## config.mk

```make
export PLATFORM = sky130hd
export DESIGN_NAME = lsu_mem_arbiter_flat
export DESIGN_NICKNAME = d
export VERILOG_FILES = /design/src/rtl/lsu_mem_arbiter_if.sv /design/src/rtl/lsu_mem_arbiter.sv /design/src/flat_wrapper.sv
export SDC_FILE = /design/constraint.sdc
export NUM_CORES = 1
export LEC_CHECK = 0
export ABC_CLOCK_PERIOD_IN_PS = 3400
export CAP_MARGIN = 30
export CELL_PAD_IN_SITES_DETAIL_PLACEMENT = 2
export CELL_PAD_IN_SITES_GLOBAL_PLACEMENT = 2
export CORE_MARGIN = 2
export CORE_UTILIZATION = 23
export CTS_CLUSTER_SIZE = 14
export DETAILED_ROUTE_END_ITERATION = 8
export PLACE_DENSITY = 0.92
export RECOVER_POWER = 50
export REMOVE_ABC_BUFFERS = 1
export SLEW_MARGIN = 0
export SYNTH_ARGS = -nofsm -noshare
export SYNTH_HDL_FRONTEND = slang
export SYNTH_SLANG_ARGS = --single-unit
export TNS_END_PERCENT = 5
```

## constraint.sdc

```tcl
create_clock -name clk -period 3.4 [get_ports clk]
set_input_delay 0.68 -clock clk [delete_from_list [all_inputs] [get_ports clk]]
set_output_delay 0.68 -clock clk [all_outputs]
set_load 0.02 [all_outputs]
```

## src/rtl/lsu_mem_arbiter_if.sv

```systemverilog
// Bundle of every LSU-side and memory-side signal of the data-memory
// arbiter.
//   master : arbiter view. Drives mem_* requests and consumer_* readies/data.
//   slave  : environment view (LSU array plus memory controller).
// Consumer vectors are packed. Consumer i owns bit i of each valid/ready
// vector, and [i*W +: W] of each address/data vector.
interface lsu_mem_arbiter_if #(
  parameter int NUM_CONSUMERS = 4,
  parameter int ADDR_BITS     = 8,
  parameter int DATA_BITS     = 8
);
  logic [NUM_CONSUMERS-1:0]           consumer_read_valid;
  logic [NUM_CONSUMERS*ADDR_BITS-1:0] consumer_read_address;
  logic [NUM_CONSUMERS-1:0]           consumer_read_ready;
  logic [NUM_CONSUMERS*DATA_BITS-1:0] consumer_read_data;
  logic [NUM_CONSUMERS-1:0]           consumer_write_valid;
  logic [NUM_CONSUMERS*ADDR_BITS-1:0] consumer_write_address;
  logic [NUM_CONSUMERS*DATA_BITS-1:0] consumer_write_data;
  logic [NUM_CONSUMERS-1:0]           consumer_write_ready;

  logic                 mem_read_valid;
  logic [ADDR_BITS-1:0] mem_read_address;
  logic                 mem_read_ready;
  logic [DATA_BITS-1:0] mem_read_data;
  logic                 mem_write_valid;
  logic [ADDR_BITS-1:0] mem_write_address;
  logic [DATA_BITS-1:0] mem_write_data;
  logic                 mem_write_ready;

  modport master (
    input  consumer_read_valid, consumer_read_address,
           consumer_write_valid, consumer_write_address, consumer_write_data,
           mem_read_ready, mem_read_data, mem_write_ready,
    output consumer_read_ready, consumer_read_data, consumer_write_ready,
           mem_read_valid, mem_read_address,
           mem_write_valid, mem_write_address, mem_write_data
  );

  modport slave (
    output consumer_read_valid, consumer_read_address,
           consumer_write_valid, consumer_write_address, consumer_write_data,
           mem_read_ready, mem_read_data, mem_write_ready,
    input  consumer_read_ready, consumer_read_data, consumer_write_ready,
           mem_read_valid, mem_read_address,
           mem_write_valid, mem_write_address, mem_write_data
  );
endinterface

```

## src/rtl/lsu_mem_arbiter.sv

```systemverilog
// Round-robin arbiter that shares one data-memory port among NUM_CONSUMERS
// LSUs. One transaction is in flight at a time. Every output is registered.
// Ports:
//   clk, reset : clock and synchronous active-high reset
//   bus        : lsu_mem_arbiter_if.master, carrying the LSU requests and
//                readies plus the memory read and write channels
module lsu_mem_arbiter #(
  parameter int NUM_CONSUMERS = 4,
  parameter int ADDR_BITS     = 8,
  parameter int DATA_BITS     = 8
) (
  input  logic               clk,
  input  logic               reset,
  lsu_mem_arbiter_if.master  bus
);
  localparam int PTR_W = $clog2(NUM_CONSUMERS);

  localparam logic [2:0] IDLE          = 3'd0;
  localparam logic [2:0] READ_WAITING  = 3'd1;
  localparam logic [2:0] WRITE_WAITING = 3'd2;
  localparam logic [2:0] READ_RELAY    = 3'd3;
  localparam logic [2:0] WRITE_RELAY   = 3'd4;

  logic [2:0]       r_state;
  logic [PTR_W-1:0] r_rr_ptr;
  logic [PTR_W-1:0] r_grant;

  logic             w_found;
  logic             w_is_read;
  logic [PTR_W-1:0] w_idx;
  logic [PTR_W-1:0] w_next;
  int               w_j;

  // Find the first requester at or after r_rr_ptr, wrapping around.
  // A read beats a write from the same consumer.
  always_comb begin
    w_found   = 1'b0;
    w_is_read = 1'b0;
    w_idx     = '0;
    w_j       = 0;
    for (int k = 0; k < NUM_CONSUMERS; k++) begin
      w_j = int'(r_rr_ptr) + k;
      if (w_j >= NUM_CONSUMERS) w_j = w_j - NUM_CONSUMERS;
      if (!w_found && (bus.consumer_read_valid[w_j] || bus.consumer_write_valid[w_j])) begin
        w_found   = 1'b1;
        w_idx     = PTR_W'(w_j);
        w_is_read = bus.consumer_read_valid[w_j];
      end
    end
  end

  assign w_next = (int'(r_grant) == NUM_CONSUMERS-1) ? '0 : r_grant + 1'b1;

  always_ff @(posedge clk) begin
    if (reset) begin
      r_state                  <= IDLE;
      r_rr_ptr                 <= '0;
      r_grant                  <= '0;
      bus.mem_read_valid       <= 1'b0;
      bus.mem_read_address     <= '0;
      bus.mem_write_valid      <= 1'b0;
      bus.mem_write_address    <= '0;
      bus.mem_write_data       <= '0;
      bus.consumer_read_ready  <= '0;
      bus.consumer_read_data   <= '0;
      bus.consumer_write_ready <= '0;
    end else begin
      case (r_state)
        IDLE: if (w_found) begin
          r_grant <= w_idx;
          if (w_is_read) begin
            bus.mem_read_valid   <= 1'b1;
            bus.mem_read_address <= bus.consumer_read_address[int'(w_idx)*ADDR_BITS +: ADDR_BITS];
            r_state              <= READ_WAITING;
          end else begin
            bus.mem_write_valid   <= 1'b1;
            bus.mem_write_address <= bus.consumer_write_address[int'(w_idx)*ADDR_BITS +: ADDR_BITS];
            bus.mem_write_data    <= bus.consumer_write_data[int'(w_idx)*DATA_BITS +: DATA_BITS];
            r_state               <= WRITE_WAITING;
          end
        end
        READ_WAITING: if (bus.mem_read_ready) begin
          bus.mem_read_valid                                            <= 1'b0;
          bus.consumer_read_data[int'(r_grant)*DATA_BITS +: DATA_BITS] <= bus.mem_read_data;
          bus.consumer_read_ready[r_grant]                              <= 1'b1;
          r_state                                                       <= READ_RELAY;
        end
        WRITE_WAITING: if (bus.mem_write_ready) begin
          bus.mem_write_valid               <= 1'b0;
          bus.consumer_write_ready[r_grant] <= 1'b1;
          r_state                           <= WRITE_RELAY;
        end
        // Hold ready until the LSU lowers valid, then advance the pointer.
        READ_RELAY: if (!bus.consumer_read_valid[r_grant]) begin
          bus.consumer_read_ready[r_grant] <= 1'b0;
          r_rr_ptr                         <= w_next;
          r_state                          <= IDLE;
        end
        WRITE_RELAY: if (!bus.consumer_write_valid[r_grant]) begin
          bus.consumer_write_ready[r_grant] <= 1'b0;
          r_rr_ptr                          <= w_next;
          r_state                           <= IDLE;
        end
        default: r_state <= IDLE;
      endcase
    end
  end
endmodule

```

## src/flat_wrapper.sv

```systemverilog
// flat-port wrapper written by rule: the top's interface ports become plain ports
module lsu_mem_arbiter_flat 
#(
  parameter int NUM_CONSUMERS = 4,
  parameter int ADDR_BITS     = 8,
  parameter int DATA_BITS     = 8
)
  (clk, reset, bus_consumer_read_valid, bus_consumer_read_address, bus_consumer_write_valid, bus_consumer_write_address, bus_consumer_write_data, bus_mem_read_ready, bus_mem_read_data, bus_mem_write_ready, bus_consumer_read_ready, bus_consumer_read_data, bus_consumer_write_ready, bus_mem_read_valid, bus_mem_read_address, bus_mem_write_valid, bus_mem_write_address, bus_mem_write_data);
  lsu_mem_arbiter_if #(.NUM_CONSUMERS(NUM_CONSUMERS), .ADDR_BITS(ADDR_BITS), .DATA_BITS(DATA_BITS)) bus_i ();
  input  logic clk;
  input  logic reset;
  input wire logic [$bits(bus_i.consumer_read_valid)-1:0] bus_consumer_read_valid;
  input wire logic [$bits(bus_i.consumer_read_address)-1:0] bus_consumer_read_address;
  input wire logic [$bits(bus_i.consumer_write_valid)-1:0] bus_consumer_write_valid;
  input wire logic [$bits(bus_i.consumer_write_address)-1:0] bus_consumer_write_address;
  input wire logic [$bits(bus_i.consumer_write_data)-1:0] bus_consumer_write_data;
  input wire logic [$bits(bus_i.mem_read_ready)-1:0] bus_mem_read_ready;
  input wire logic [$bits(bus_i.mem_read_data)-1:0] bus_mem_read_data;
  input wire logic [$bits(bus_i.mem_write_ready)-1:0] bus_mem_write_ready;
  output wire logic [$bits(bus_i.consumer_read_ready)-1:0] bus_consumer_read_ready;
  output wire logic [$bits(bus_i.consumer_read_data)-1:0] bus_consumer_read_data;
  output wire logic [$bits(bus_i.consumer_write_ready)-1:0] bus_consumer_write_ready;
  output wire logic [$bits(bus_i.mem_read_valid)-1:0] bus_mem_read_valid;
  output wire logic [$bits(bus_i.mem_read_address)-1:0] bus_mem_read_address;
  output wire logic [$bits(bus_i.mem_write_valid)-1:0] bus_mem_write_valid;
  output wire logic [$bits(bus_i.mem_write_address)-1:0] bus_mem_write_address;
  output wire logic [$bits(bus_i.mem_write_data)-1:0] bus_mem_write_data;
  assign bus_i.consumer_read_valid = bus_consumer_read_valid;
  assign bus_i.consumer_read_address = bus_consumer_read_address;
  assign bus_i.consumer_write_valid = bus_consumer_write_valid;
  assign bus_i.consumer_write_address = bus_consumer_write_address;
  assign bus_i.consumer_write_data = bus_consumer_write_data;
  assign bus_i.mem_read_ready = bus_mem_read_ready;
  assign bus_i.mem_read_data = bus_mem_read_data;
  assign bus_i.mem_write_ready = bus_mem_write_ready;
  assign bus_consumer_read_ready = bus_i.consumer_read_ready;
  assign bus_consumer_read_data = bus_i.consumer_read_data;
  assign bus_consumer_write_ready = bus_i.consumer_write_ready;
  assign bus_mem_read_valid = bus_i.mem_read_valid;
  assign bus_mem_read_address = bus_i.mem_read_address;
  assign bus_mem_write_valid = bus_i.mem_write_valid;
  assign bus_mem_write_address = bus_i.mem_write_address;
  assign bus_mem_write_data = bus_i.mem_write_data;
  lsu_mem_arbiter #(.NUM_CONSUMERS(NUM_CONSUMERS), .ADDR_BITS(ADDR_BITS), .DATA_BITS(DATA_BITS)) u_core (.clk(clk), .reset(reset), .bus(bus_i));
endmodule
```

==> flow_summary.json, run 1 <==
{
  "start_kind": "input pin",
  "cts_root_buffer": "clkbuf_16",
  "finish.utilization": 0.3783,
  "power_frac_comb": 0.296,
  "coreArea_um2": 16470,
  "cts_tree": "done",
  "cts.sinks": 73,
  "setup_ws_ns": 0.2876,
  "ys_seq_elements": 73,
  "clkSlewWorstSetupHoldPaths_ns": 0.06,
  "synth_top_area_frac": 0.3803,
  "place_congestion": 0.8361,
  "status": "finished, final reports clean",
  "fillers": 1794,
  "leakage_nw": 2.280,
  "async_flop_share": 0,
  "p_switching_mw": 0.9540,
  "holdPathEnd": "u_core.bus.consumer_read_data[13]",
  "clock_skew_ns": 0.01627,
  "syn2layout_area_growth_pct": 62.13,
  "drt-initial-drc-count": 144,
  "fmax_ghz": 0.3213,
  "viasPerCell": 4.890,
  "num_io_pins": 182,
  "final_common_cell": "clkdlybuf4s50_1",
  "port_buffers": 181,
  "grt_first_pass_wirelength_um": 25960,
  "synth_edf_count": 0,
  "reg2reg_to": "u_core.bus.mem_write_address[1]",
  "endpoint_kind": "flop",
  "maxCapViolations": 0,
  "via_count": 4117,
  "setup_viol": 0,
  "finalNetCount": 739,
  "r2r_slack_ns": 0.40,
  "ys.flop_type": "dfxtp_1",
  "grt_overflow": 0,
  "worst-setup-path-type": "in -> reg",
  "hold_depth": 2,
  "p_int_mw": 2.014,
  "worst-path-buf-inv": 2,
  "die_w_um": 133.3,
  "cts_resized": 0,
  "p_per_area_nw_per_um2": 476.4,
  "final_hold_viol_count": 0,
  "max_slew_margin": 0.3764,
  "hp-start": "u_core.bus.consumer_read_data[13]",
  "hold_buffers": 0,
  "seq_power_share": 0.342,
  "die_h_um": 133.3,
  "antennaDiodeCount": 0,
  "worstPathCellList": "dlygate4sd3_1 -> mux4_1 -> or2_1 -> nor4_1 -> a41oi_2 -> o311ai_4 -> buf_12 -> mux2i_1 -> o221ai_1",
  "layout-drive-gt1-share": 0.07395,
  "swShare": 0.3214,
  "first_pass_iters": 4,
  "avgSynthCellArea_um2": 8.813,
  "path_max_fanout": 28,
  "grt_use_total": 0.1856,
  "start_util": 0.2334,
  "reg2reg_depth": 8,
  "postCtsSetupBuffers": 0,
  "insertion_delay_ns": 0.34,
  "rsz0062_at_grt": "no",
  "rows": 47,
  "dpl.hpwl_um": 12890,
  "period_needed_ns": 3.112,
  "critPathArrivalTime_ns": 3.31,
  "drc": 0,
  "yosysWarnings": 0,
  "synth.area.top_cells": "dfxtp_1, mux2i_1, nand2_1, a21oi_1, o221ai_1",
  "cp_top_family": "buffers and inverters",
  "drv_slew": 0,
  "grt_max_degree": 52,
  "wl_um": 16510,
  "cp_slowest_cell": "dlygate4sd3_1",
  "grt_pass1_vias": 4686,
  "yosys.area.top_type": "dfxtp_1",
  "post-place-ws_ns": -0.04471,
  "crit_required_ns": 3.60,
  "antenna_found_initial": 0,
  "synth_area_um2": 3842,
  "r2r_start": "u_core.r_rr_ptr[0]",
  "synth.distinct_cells": 43,
  "critPathMaxStageDelay_ns": 0.60,
  "die_area_um2": 17760,
  "ant_nets": 0,
  "seq_area_frac_synth": 0.3803,
  "hold_path.class": "reg -> reg",
  "htree_levels": 3,
  "peakVddDrop_uv": 218.7,
  "mostFrequentLayoutCells": "clkdlybuf4s50_1, nand2_1, dfxtp_1",
  "finalCritPeriodShare": 0.9154,
  "cts_buffers": 9,
  "worst_pin_slew_ns": 0.9334,
  "routedWlPerCell_um": 19.60,
  "clockBufferDepth": 2,
  "synth_cells": 436,
  "pwr-share-clk": 0.362
}
[cell families (layout without fill, tap and decap cells)]
logic type	count (synthesis)	after routing	share of synthesized area
simple gates	170	170	0.1967
compound gates	94	94	0.1671
flops	73	73	0.3803
mux	60	60	0.1846
buf+inv	33	219	0.05177
fa+ha+maj	6	6	0.01954
[synthesized netlist by cell type (2+ instances only)]
master / n
or2_1: 3
nor2_1: 25
o21ai_0: 2
nand3_1: 38
mux4_1: 2
ha_1: 6
o221ai_1: 24
buf_6: 4
nand2_1: 78
clkbuf_1: 13
dfxtp_1: 73
nor3b_1: 6
buf_2: 7
nand2b_1: 4
nor3_1: 9
buf_12: 2
and2_1: 3
mux4_2: 6
inv_1: 5
a21oi_1: 52
o22ai_1: 2
mux2i_1: 51
[worst min-delay path, stage by stage, from the launching register on]
cell,delay [ns]
dfxtp_1,0.31
nand2_1,0.05
a21oi_1,0.05
[power groups by stage]
stage	combinational, mW	clock [mW]	sequential, mW
floorplan	0.346	0	1.11
global placement	0.867	0	1.03
detailed placement	0.907	0	1.04
CTS	0.916	1.11	1.02
global route	0.948	1.15	1.03
finish	0.877	1.08	1.02
[final cells by class]
type                       instances  area, um2  share of cell area
sequential                        73       1461              0.2346
tap                              220      275.3             0.04419
timing repair buffer             198       1959              0.3145
multi-input combinational        330       2182              0.3503
clock buffer                       9      225.2             0.03615
inverter                           5      18.77            0.003013
clock inverter                     7      107.6             0.01727
[worst max path at each step]
stage,startpoint,endpoint,slack [ns],cells past startpoint
5_1_grt,bus_consumer_read_valid[3],u_core.bus.mem_read_address[7],0.11,8
6_report,bus_consumer_read_valid[3],u_core.bus.mem_write_address[1],0.29,9
2_1_floorplan,u_core.r_rr_ptr[0],u_core.bus.mem_write_address[0],-0.55,6
3_5_place_dp,bus_consumer_read_valid[1],u_core.bus.mem_read_address[7],-0.04,9
3_3_place_gp,bus_consumer_read_valid[1],u_core.bus.mem_read_address[4],0.14,9
4_1_cts,bus_consumer_write_valid[3],u_core.bus.mem_read_address[7],0.33,9
[layer usage]
| metal | GRT usage | wire length [um] | vias up |
|---|---|---|---|
| met5 | 0 | 0 | - |
| met4 | 0.04078 | 200 | 0 |
| met3 | 0.03919 | 846 | 18 |
| met2 | 0.3477 | 8425 | 139 |
| met1 | 0.2163 | 7034 | 2016 |
| li1 | - | - | 1944 |
[through the flow]
step	setup TNS, ns	instance area (um2)	std cells	hold WS [ns]	power, mW
after floorplan	-13.50	3662	408	0.5227	1.456
after global placement	0	5897	826	0.4410	1.894
after detailed placement	-0.1008	5897	826	0.4514	1.945
after CTS	0	6230	842	0.4676	3.044
after global routing	0	6230	842	0.4817	3.122
final	0	6230	842	0.4586	2.968
No activity file was read; power rests on OpenSTA's default activity.
==> run 2, diff against run 1 <==
Settings changed: CORE_ASPECT_RATIO set to 0.6.
==> run 2 against run 1 <==
  * Via count is 1.8% higher
  * Setup slack worse by 0.15 ns
  * Sequential power hardly changed
  * Die area rose by 0.20%
  * Flip-flop and latch count is the same
  * Combinational power increased by 4.3%
  * Critical path depth rose by 1
  * Critical path type unchanged
  * Largest cell class unchanged
  * Largest power group is now sequential cells
==> flow_summary.json, run 2 (synthesis results as in run 1) <==
{
  "status": "finished, final reports clean",
  "die_area_um2": 17790,
  "seq_power_share": 0.347,
  "placed_cell_area_um2": 5964,
  "cts_tree": "done",
  "mostFrequentLayoutCells": "clkdlybuf4s50_1, nand2_1, dfxtp_1",
  "finalCritPeriodShare": 0.9609,
  "r2r_start": "u_core.r_rr_ptr[1]",
  "pwr-share-clk": 0.340,
  "fillers": 1781,
  "grt_overflow": 0,
  "wl_met2_um": 7998,
  "die_w_um": 170.9,
  "crit_required_ns": 3.60,
  "final_area_um2": 6292,
  "clock_skew_ns": 0.005532,
  "finalNetCount": 747,
  "stdcell_count": 858,
  "wl_um": 16850,
  "leakage_nw": 2.303,
  "dr.max_layer_used": "met4",
  "maxCapViolations": 0,
  "first_pass_iters": 4,
  "holdPathEnd": "u_core.bus.consumer_read_data[1]",
  "start_kind": "input pin",
  "drc": 0,
  "viasPerCell": 4.886,
  "drt-initial-drc-count": 136,
  "cts.sinks": 73,
  "p_int_mw": 1.944,
  "fmax_ghz": 0.3061,
  "worst-setup-path-type": "in -> reg",
  "max_slew_margin": 0.3221,
  "hp-start": "u_core.bus.consumer_read_data[1]",
  "hold_depth": 2,
  "total_power_mw": 2.921,
  "p_switching_mw": 0.9766,
  "place_congestion": 0.8371,
  "reg2reg_depth": 9,
  "syn2layout_area_growth_pct": 63.76,
  "final_hold_viol_count": 0,
  "antenna_found_initial": 0,
  "routedWlPerCell_um": 19.64,
  "timing.hold.ws_ns": 0.4535,
  "rsz0062_at_grt": "no",
  "final_common_cell": "clkdlybuf4s50_1",
  "port_buffers": 181,
  "dpl.hpwl_um": 13370,
  "hold_buffers": 0,
  "power_frac_comb": 0.313,
  "swShare": 0.3344,
  "rows": 36,
  "reg2reg_to": "u_core.bus.mem_write_data[1]",
  "cts_buffers": 9,
  "worst_pin_slew_ns": 1.015,
  "die_h_um": 104.1,
  "layout-drive-gt1-share": 0.08413,
  "multi_input_area_um2": 2182,
  "m1WireLength_um": 7747,
  "path_max_fanout": 25,
  "endpoint_kind": "flop",
  "regArea_um2": 1461,
  "start_util": 0.2357,
  "grt_max_degree": 49,
  "setup_viol": 0,
  "via_count": 4192,
  "grt_use_total": 0.1915,
  "r2r_slack_ns": 0.39,
  "met3_length_um": 939,
  "tns_ns": 0,
  "clkSlewWorstSetupHoldPaths_ns": 0.06,
  "dp.cells": 840,
  "htree_levels": 3,
  "insertion_delay_ns": 0.34,
  "grt_pass1_vias": 4822,
  "period_needed_ns": 3.267,
  "antennaDiodeCount": 0,
  "cts_root_buffer": "clkbuf_16",
  "ant_nets": 0,
  "peakVddDrop_uv": 214.2,
  "clockBufferDepth": 2,
  "hold_path.class": "reg -> reg",
  "num_io_pins": 182,
  "grt_first_pass_wirelength_um": 26500,
  "coreArea_um2": 16310,
  "p_per_area_nw_per_um2": 464.2,
  "drv_slew": 0,
  "critPathArrivalTime_ns": 3.46
}
-- run 2: changes by cell type in the layout (fill, tap and decap cells not counted) --
cell | before | now
inv_8 | 2 | 0
clkinv_4 | 0 | 1
buf_12 | 2 | 4
bufinv_16 | 2 | 1
buf_4 | 15 | 20
clkinvlp_4 | 1 | 3
clkbuf_1 | 0 | 1
-- run 2: how the worst max path moves through the flow --
stage	end	cells after the start	startpoint	slack [ns]
3_3_place_gp	u_core.bus.mem_write_address[7]	8	bus_consumer_read_valid[1]	-0.03
6_report	u_core.bus.mem_write_data[1]	10	bus_consumer_write_valid[3]	0.13
2_1_floorplan	u_core.bus.mem_write_address[0]	6	u_core.r_rr_ptr[0]	-0.55
4_1_cts	u_core.bus.mem_write_data[1]	8	bus_consumer_read_valid[1]	0.07
5_1_grt	u_core.bus.mem_write_data[1]	10	bus_consumer_read_valid[1]	0.03
3_5_place_dp	u_core.bus.mem_write_data[1]	8	bus_consumer_read_valid[1]	-0.25
-- run 2: power by group through the flow --
stage	Sequential [mW]	Combinational (mW)	Clock, mW
6_report	1.01	0.915	0.993
5_1_grt	1.03	0.987	1.07
4_1_cts	1.02	0.939	1.02
3_5_place_dp	1.04	0.929	0
3_3_place_gp	1.03	0.885	0
2_1_floorplan	1.11	0.346	0
-- run 2: worst max-delay path: stages --
cell and delay, ns:
dlygate4sd3_1 0.63, mux4_1 0.59, or2_1 0.26, buf_4 0.15, a21oi_1 0.25, o311ai_4 0.14, buf_12 0.17, buf_12 0.17
mux2i_1 0.23, o221ai_1 0.16
-- run 2: cell type report --
cell class / instances / area share
multi-input combinational: 330 / 0.3468
timing repair buffer: 206 / 0.3243
tap: 228 / 0.04534
clock inverter: 7 / 0.01253
clock buffer: 9 / 0.03579
inverter: 5 / 0.002983
sequential: 73 / 0.2323
-- run 2: metrics by stage --
step	utilization	setup WS, ns
after CTS	0.3844	0.07439
after floorplan	-	-0.5506
after global routing	0.3859	0.03171
after detailed placement	0.3658	-0.2513
final	0.3859	0.1331
after global placement	0.3658	-0.02509
-- run 2: routing by layer --
layer / vias to the layer above / GRT usage
met5: - / 0
met4: 0 / 0.03632
met3: 16 / 0.05213
met2: 147 / 0.3291
met1: 2053 / 0.2412
li1: 1976 / -
-- run 2: what timing repair did --
action | in CTS | in global routing
gates resized for setup | 0 | 0
buffers inserted | 0 | 2
endpoints found under the hold margin | 0 | 0
setup endpoints to repair | 0 | 24
==> RTL change 1 (settings of run 1) <==
Reset style: asynchronous (`reset`), changed in one clocked block. Comments in the files are not updated.
--- a/src/rtl/lsu_mem_arbiter.sv
+++ b/src/rtl/lsu_mem_arbiter.sv
@@ -51,7 +51,7 @@
 
   assign w_next = (int'(r_grant) == NUM_CONSUMERS-1) ? '0 : r_grant + 1'b1;
 
-  always_ff @(posedge clk) begin
+  always_ff @(posedge clk or posedge reset) begin
     if (reset) begin
       r_state                  <= IDLE;
       r_rr_ptr                 <= '0;
Behaviour: differs if reset is asserted again (counterexample within 4 cycles, from zero or initial values and one cycle with reset high); with reset held inactive, the same outputs for 4 cycles.
==> RTL change 1 against run 1 <==
Critical endpoint is now u_core.r_state[1]$_DFFE_PP0P_. Critical path depth down 2. Final area up 5.9%. Routed wire length up 0.55%. Final cell count down 0.83%. The flow now finishes with violations (capacitance limit, slew limit). Highest routed layer unchanged. Worst setup slack better by 0.022 ns. Area after synthesis up 6.9%. Register-to-register slack about the same. Sequential cell count unchanged. Count of clock-buffer cells in the layout up 3. Die area up 6.7%.
Power is not compared: it rests on default switching activity, and its combinational part moved more than twofold at a synthesized area within 25%.
==> RTL change 1: results (changes against run 1) <==
outcome finished with violations (was finished, final reports clean); failing checks capacitance limit, slew limit; reg2reg path depth 6 (was 8); drt wl/cell 19.9 um (was 19.6 um); Vias 4052 (was 4117); r2r setup slk 0.40 ns (about the same); post-CTS sizing 0 (unchanged); clock skew 0.00897 ns (was 0.0163 ns); count of cell types in the netlist 46 (was 43); synth cell count leaders nand2_1, dfrtp_1, mux2i_1, o21ai_0 (was nand2_1, dfxtp_1, a21oi_1, mux2i_1, nand3_1); Worst R2R Start u_core.r_rr_ptr[0]$_DFFE_PP0P_ (was u_core.r_rr_ptr[0]$_SDFFE_PP0P_); VDD IR-drop max 0.437 mV; vias in the first global route 4623 (was 4686); first-pass GRT wire length 25500 um (was 26000 um); DRT iter0 DRCs 84 (was 144); CP max FO 7 (was 28); number of buffers created by CTS 9 (unchanged); share of layout cells above drive strength 1 0.100 (was 0.0740); largest net degree at the start of global routing 37 (was 52); worst reg2reg endpoint u_core.r_state[1]$_DFFE_PP0P_ (was u_core.bus.mem_write_address[1]$_SDFFE_PP0P_); number of fill cells 1859 (was 1794); Int Power 3.27 mW; Layout Nets 727 (was 739); HPWL Detailed 13100 um (was 12900 um); Hold Crit Endpoint u_core.bus.consumer_read_data[13]$_DFFE_PP0P_ (was u_core.bus.consumer_read_data[13]$_SDFFE_PP0P_); Main synth FF type dfrtp_1 (was dfxtp_1); pins over their slew limit 37 (was 0); Lkg Pwr 2.85 nW; GRT Overall Usage 0.177 (was 0.186); worst-case clock buffer depth 2 (unchanged); sequential area share after synthesis 0.445 (was 0.380); Synth area leaders dfrtp_1, mux2i_1, nand2_1, o21ai_0, o221ai_2 (was dfxtp_1, mux2i_1, nand2_1, a21oi_1, o221ai_1); CTS Root Cell clkbuf_16 (unchanged); hold_sp u_core.bus.consumer_read_data[13]$_DFFE_PP0P_ (was u_core.bus.consumer_read_data[13]$_SDFFE_PP0P_); Non-Filler Instances 835 (was 842); Ant. Diodes 0 (unchanged); routability cong. 0.812 (was 0.836); Hold WC Path Type flop to flop (unchanged); arrival time worst endpoint 3.30 ns (was 3.31 ns); Synth Instances 415 (was 436); worst rel slew slack -0.108 (was 0.376); hold depth 2 (unchanged); placed cells 819 (was 826); FFs w/ async S/R, synth 1.00 (was 0); Port Buffers 181 (unchanged); # H-tree levels 3 (unchanged); Max-cap violations 1 (was 0)
[RTL change 1: cell count changes in the layout (fill, tap and decap cells not counted), moves of 33 or more]
cell	before	now
dfxtp_1	73	0
clkdlybuf4s50_1	113	147
dlygate4sd3_1	67	34
dfrtp_1	0	73
nand3_1	38	1
a21oi_1	52	15
o21ai_0	2	38
[RTL change 1: area by class of cell]
type                            count  area, um2  area share
Multi-Input combinational cell    312       2140       0.324
Timing Repair Buffer              203       2020       0.306
Sequential cell                    73       1830       0.277
Tap cell                          225        282      0.0427
Clock buffer                       12        256      0.0389
Clock inverter                      4       51.3     0.00778
Inverter                            6       23.8     0.00360
[RTL change 1: logic make-up (layout without fill, tap and decap cells)]
logic type                 Yosys count  count (layout)  synth area share
and+or+nand+nor                    150             150             0.157
adders and majority gates            6               6            0.0183
buffers and inverters               30             225            0.0381
DFF                                 73              73             0.445
muxes                               62              62             0.174
xor gates and xnor gates             1               1           0.00213
AOI/OAI and AO/OA                   93              93             0.166
[RTL change 1: power groups by stage]
stage	Clock [mW]	Sequential (mW)	Combinational (mW)
floorplan	0	1.87	1.46
global placement	0	1.53	3.09
detailed placement	0	1.57	3.25
CTS	1.02	1.56	3.27
global route	1.05	1.60	3.44
finish	0.988	1.54	3.16
[RTL change 1: per-layer routing]
layer	wire length [um]	share of wire	GRT usage
met1	6070	0.37	0.182
met3	1840	0.11	0.0854
met4	109	0.0066	0.0315
met2	8580	0.52	0.328
met5	0	0	0
[RTL change 1: metrics by stage]
stage	setup slack [ns]	power, mW	util	hold slack [ns]	area, um2
after floorplan	-1.55	3.33	-	0.513	3980
after global placement	0.106	4.62	0.363	0.463	6300
after detailed placement	-0.0436	4.82	0.363	0.482	6300
after CTS	0.316	5.86	0.380	0.491	6600
after global routing	0.188	6.09	0.380	0.510	6600
final	0.309	5.69	0.380	0.477	6600
[RTL change 1: worst max-delay path: stages]
cell and delay, ns:
clkdlybuf4s50_1 0.51, mux4_1 0.64, or2_4 0.30, a2111oi_2 0.40, nor3_1 0.16, mux4_2 0.47, nor2b_1 0.15
[RTL change 1: worst max-delay path by stage]
stage | start | end | slack, ns | depth (start not counted)
CTS | bus_consumer_read_valid[0] | u_core.r_state[1]$_DFFE_PP0P_ | 0.32 | 7
finish | bus_consumer_read_valid[0] | u_core.r_state[1]$_DFFE_PP0P_ | 0.31 | 7
global route | bus_consumer_read_valid[0] | u_core.bus.mem_read_address[4]$_DFFE_PP0P_ | 0.19 | 7
global placement | bus_consumer_read_valid[0] | u_core.r_state[1]$_DFFE_PP0P_ | 0.11 | 7
detailed placement | bus_consumer_read_valid[0] | u_core.r_state[1]$_DFFE_PP0P_ | -0.04 | 7
floorplan | u_core.r_rr_ptr[1]$_DFFE_PP0P_ | u_core.bus.mem_write_address[2]$_DFFE_PP0P_ | -1.55 | 6
==> RTL change 2 (flow settings as in run 1) <==
Made on the original files. `ADDR_BITS` is set to 8 in 3 places; all go to 7.
--- a/src/rtl/lsu_mem_arbiter_if.sv
+++ b/src/rtl/lsu_mem_arbiter_if.sv
@@ -6,7 +6,7 @@
 // vector, and [i*W +: W] of each address/data vector.
 interface lsu_mem_arbiter_if #(
   parameter int NUM_CONSUMERS = 4,
-  parameter int ADDR_BITS     = 8,
+  parameter int ADDR_BITS     = 7,
   parameter int DATA_BITS     = 8
 );
   logic [NUM_CONSUMERS-1:0]           consumer_read_valid;
--- a/src/rtl/lsu_mem_arbiter.sv
+++ b/src/rtl/lsu_mem_arbiter.sv
@@ -6,7 +6,7 @@
 //                readies plus the memory read and write channels
 module lsu_mem_arbiter #(
   parameter int NUM_CONSUMERS = 4,
-  parameter int ADDR_BITS     = 8,
+  parameter int ADDR_BITS     = 7,
   parameter int DATA_BITS     = 8
 ) (
   input  logic               clk,
--- a/src/flat_wrapper.sv
+++ b/src/flat_wrapper.sv
@@ -2,7 +2,7 @@
 module lsu_mem_arbiter_flat 
 #(
   parameter int NUM_CONSUMERS = 4,
-  parameter int ADDR_BITS     = 8,
+  parameter int ADDR_BITS     = 7,
   parameter int DATA_BITS     = 8
 )
   (clk, reset, bus_consumer_read_valid, bus_consumer_read_address, bus_consumer_write_valid, bus_consumer_write_address, bus_consumer_write_data, bus_mem_read_ready, bus_mem_read_data, bus_mem_write_ready, bus_consumer_read_ready, bus_consumer_read_data, bus_consumer_write_ready, bus_mem_read_valid, bus_mem_read_address, bus_mem_write_valid, bus_mem_write_address, bus_mem_write_data);
Interface: changed (resized bus_consumer_read_address, bus_consumer_write_address, bus_mem_read_address and bus_mem_write_address); port bits go from 182 to 172. The function was not compared with the original's and may differ.
==> RTL change 2 against run 1 <==
Routed wire length fell by 0.63%. Area after synthesis fell by 1.2%. Sequential share of layout area fell by 0.20 points. Total power fell by 1.7%. Clock power fell by 6%. Sequential power fell by 5%. Synthesized cell count fell by 5.5%. Final area fell by 1.9%. Sequential cell count fell by 2. Worst setup slack got worse by 0.029 ns. Critical path type unchanged. Critical endpoint is now u_core.bus.mem_read_address[5]$_SDFFE_PP0P_.
==> RTL change 2: results (changes against run 1) <==
outcome finished, final reports clean (unchanged); worst reg2reg endpoint u_core.bus.mem_read_address[5]$_SDFFE_PP0P_ (was u_core.bus.mem_write_address[1]$_SDFFE_PP0P_); CTS Root Cell clkbuf_16 (unchanged); worst rel slew slack 0.336 (was 0.376); count of cell types in the netlist 44 (was 43); HPWL Detailed 12600 um (was 12900 um); Synth area leaders dfxtp_1, mux2i_1, nand3_1, a21oi_1, mux4_2 (was dfxtp_1, mux2i_1, nand2_1, a21oi_1, o221ai_1); FFs w/ async S/R, synth 0 (unchanged); number of fill cells 1775 (was 1794); Vias 4039 (was 4117); Non-Filler Instances 810 (was 842); Lkg Pwr 2.23 nW (was 2.28 nW); final wirelength 16400 um (was 16500 um); Clk pin slew, worst setup/hold paths 0.06 ns (about the same); synth cell count leaders dfxtp_1, nand3_1, a21oi_1, mux2i_1, nand2_1 (was nand2_1, dfxtp_1, a21oi_1, mux2i_1, nand3_1); largest net degree at the start of global routing 44 (was 52); placed cells 794 (was 826); DRT iter0 DRCs 99 (was 144); hold depth 2 (unchanged); router iterations before antenna repair 4 (unchanged); Multi-input gate area 2160 um2 (was 2180 um2); Layout Nets 703 (was 739); post-CTS sizing 0 (unchanged); Port Buffers 171 (was 181); initial antenna violation count 0 (unchanged); Hold WC Path Type flop to flop (unchanged); syn avg cell area 9.21 um2 (was 8.81 um2); Ant. Diodes 0 (unchanged); arrival time worst endpoint 3.34 ns (was 3.31 ns); share of layout cells above drive strength 1 0.109 (was 0.0740); VDD IR-drop max 0.258 mV (was 0.219 mV); # H-tree levels 3 (unchanged); reg2reg path depth 8 (unchanged); number of buffers created by CTS 9 (unchanged); clock skew 0.0101 ns (was 0.0163 ns); CP max FO 21 (was 28); Hold Crit Endpoint u_core.bus.mem_write_valid$_SDFFE_PP0P_ (was u_core.bus.consumer_read_data[13]$_SDFFE_PP0P_); r2r setup slk 0.31 ns (was 0.40 ns); first-pass GRT wire length 26300 um (was 26000 um); vias in the first global route 4641 (was 4686); sequential area share after synthesis 0.374 (was 0.380); GRT Overall Usage 0.190 (was 0.186); hold_sp u_core.bus.mem_write_valid$_SDFFE_PP0P_ (was u_core.bus.consumer_read_data[13]$_SDFFE_PP0P_); Clock Latency Late Sink 0.35 ns; routability cong. 0.832 (was 0.836); Main synth FF type dfxtp_1 (unchanged); YS warnings 0 (unchanged)
==> RTL change 2: changes by cell type after synthesis, sizes merged, moves of 4 or more <==
cell   before  now
nor3        9   13
nand2      78   46
o21ai       2    7
mux2i      51   46
nor2       26   19
nand3      38   55
buf        15   11
a21oi      53   48
==> RTL change 2: cells by family after synthesis <==
| group | after synthesis | synth area share |
|---|---|---|
| multiplexers | 56 | 0.182 |
| AND/OR/NAND/NOR | 157 | 0.206 |
| adder cells (fa/ha/maj) | 6 | 0.0198 |
| flip-flops | 71 | 0.374 |
| buffers and inverters | 36 | 0.0560 |
| AO/OA/AOI/OAI | 86 | 0.162 |
==> RTL change 2: through the flow <==
step                instance area (um2)   util  hold slack (ns)  worst slack [ns]
floorplan                          3620      -            0.519             0.398
global placement                   5800  0.363            0.437             0.119
detailed placement                 5800  0.363            0.449            -0.135
CTS                                6110  0.382            0.456             0.244
global route                       6110  0.382            0.480            0.0234
finish                             6110  0.382            0.446             0.258
==> RTL change 2: metal layers <==
layer,track usage,vias up,wire (um)
met2,0.350,127,8640
met1,0.213,1991,6550
met4,0.0759,0,506
met5,0,-,0
met3,0.0398,34,708
li1,-,1887,-
==> RTL change 2: area by class of cell <==
class	instances	area share
multi-input combinational	305	0.354
timing repair buffer	193	0.313
sequential	71	0.233
tap	216	0.0442
clock buffer	9	0.0369
clock inverter	7	0.0141
inverter	9	0.00553
==> RTL change 2: how the worst max path moves through the flow <==
stage / slack (ns) / startpoint / to
3_5_place_dp: -0.13 / bus_consumer_read_valid[0] / u_core.bus.mem_read_address[5]$_SDFFE_PP0P_
4_1_cts: 0.24 / bus_consumer_read_valid[0] / u_core.bus.mem_read_address[5]$_SDFFE_PP0P_
5_1_grt: 0.02 / u_core.r_rr_ptr[0]$_SDFFE_PP0P_ / u_core.bus.mem_read_address[5]$_SDFFE_PP0P_
2_1_floorplan: 0.40 / bus_consumer_read_valid[2] / u_core.bus.mem_write_address[6]$_SDFFE_PP0P_
3_3_place_gp: 0.12 / bus_consumer_read_valid[0] / u_core.bus.mem_write_address[5]$_SDFFE_PP0P_
6_report: 0.26 / bus_consumer_read_valid[2] / u_core.bus.mem_read_address[5]$_SDFFE_PP0P_
==> RTL change 2: worst max-delay path: stages <==
cell and delay (ns):
clkdlybuf4s50_1 0.48, mux4_2 0.52, or2_4 0.30, nor4_1 0.31
a41oi_1 0.14, nand2_4 0.25, buf_12 0.22, mux2i_1 0.26
o221ai_1 0.16
==> RTL change 2: power breakdown <==
part / total (mW) / leakage, nW / switching, mW / internal [mW]
Combinational: 0.938 / 1.50 / 0.510 / 0.428
Clock: 1.01 / 0.150 / 0.428 / 0.585
Sequential: 0.967 / 0.576 / 0.0581 / 0.909
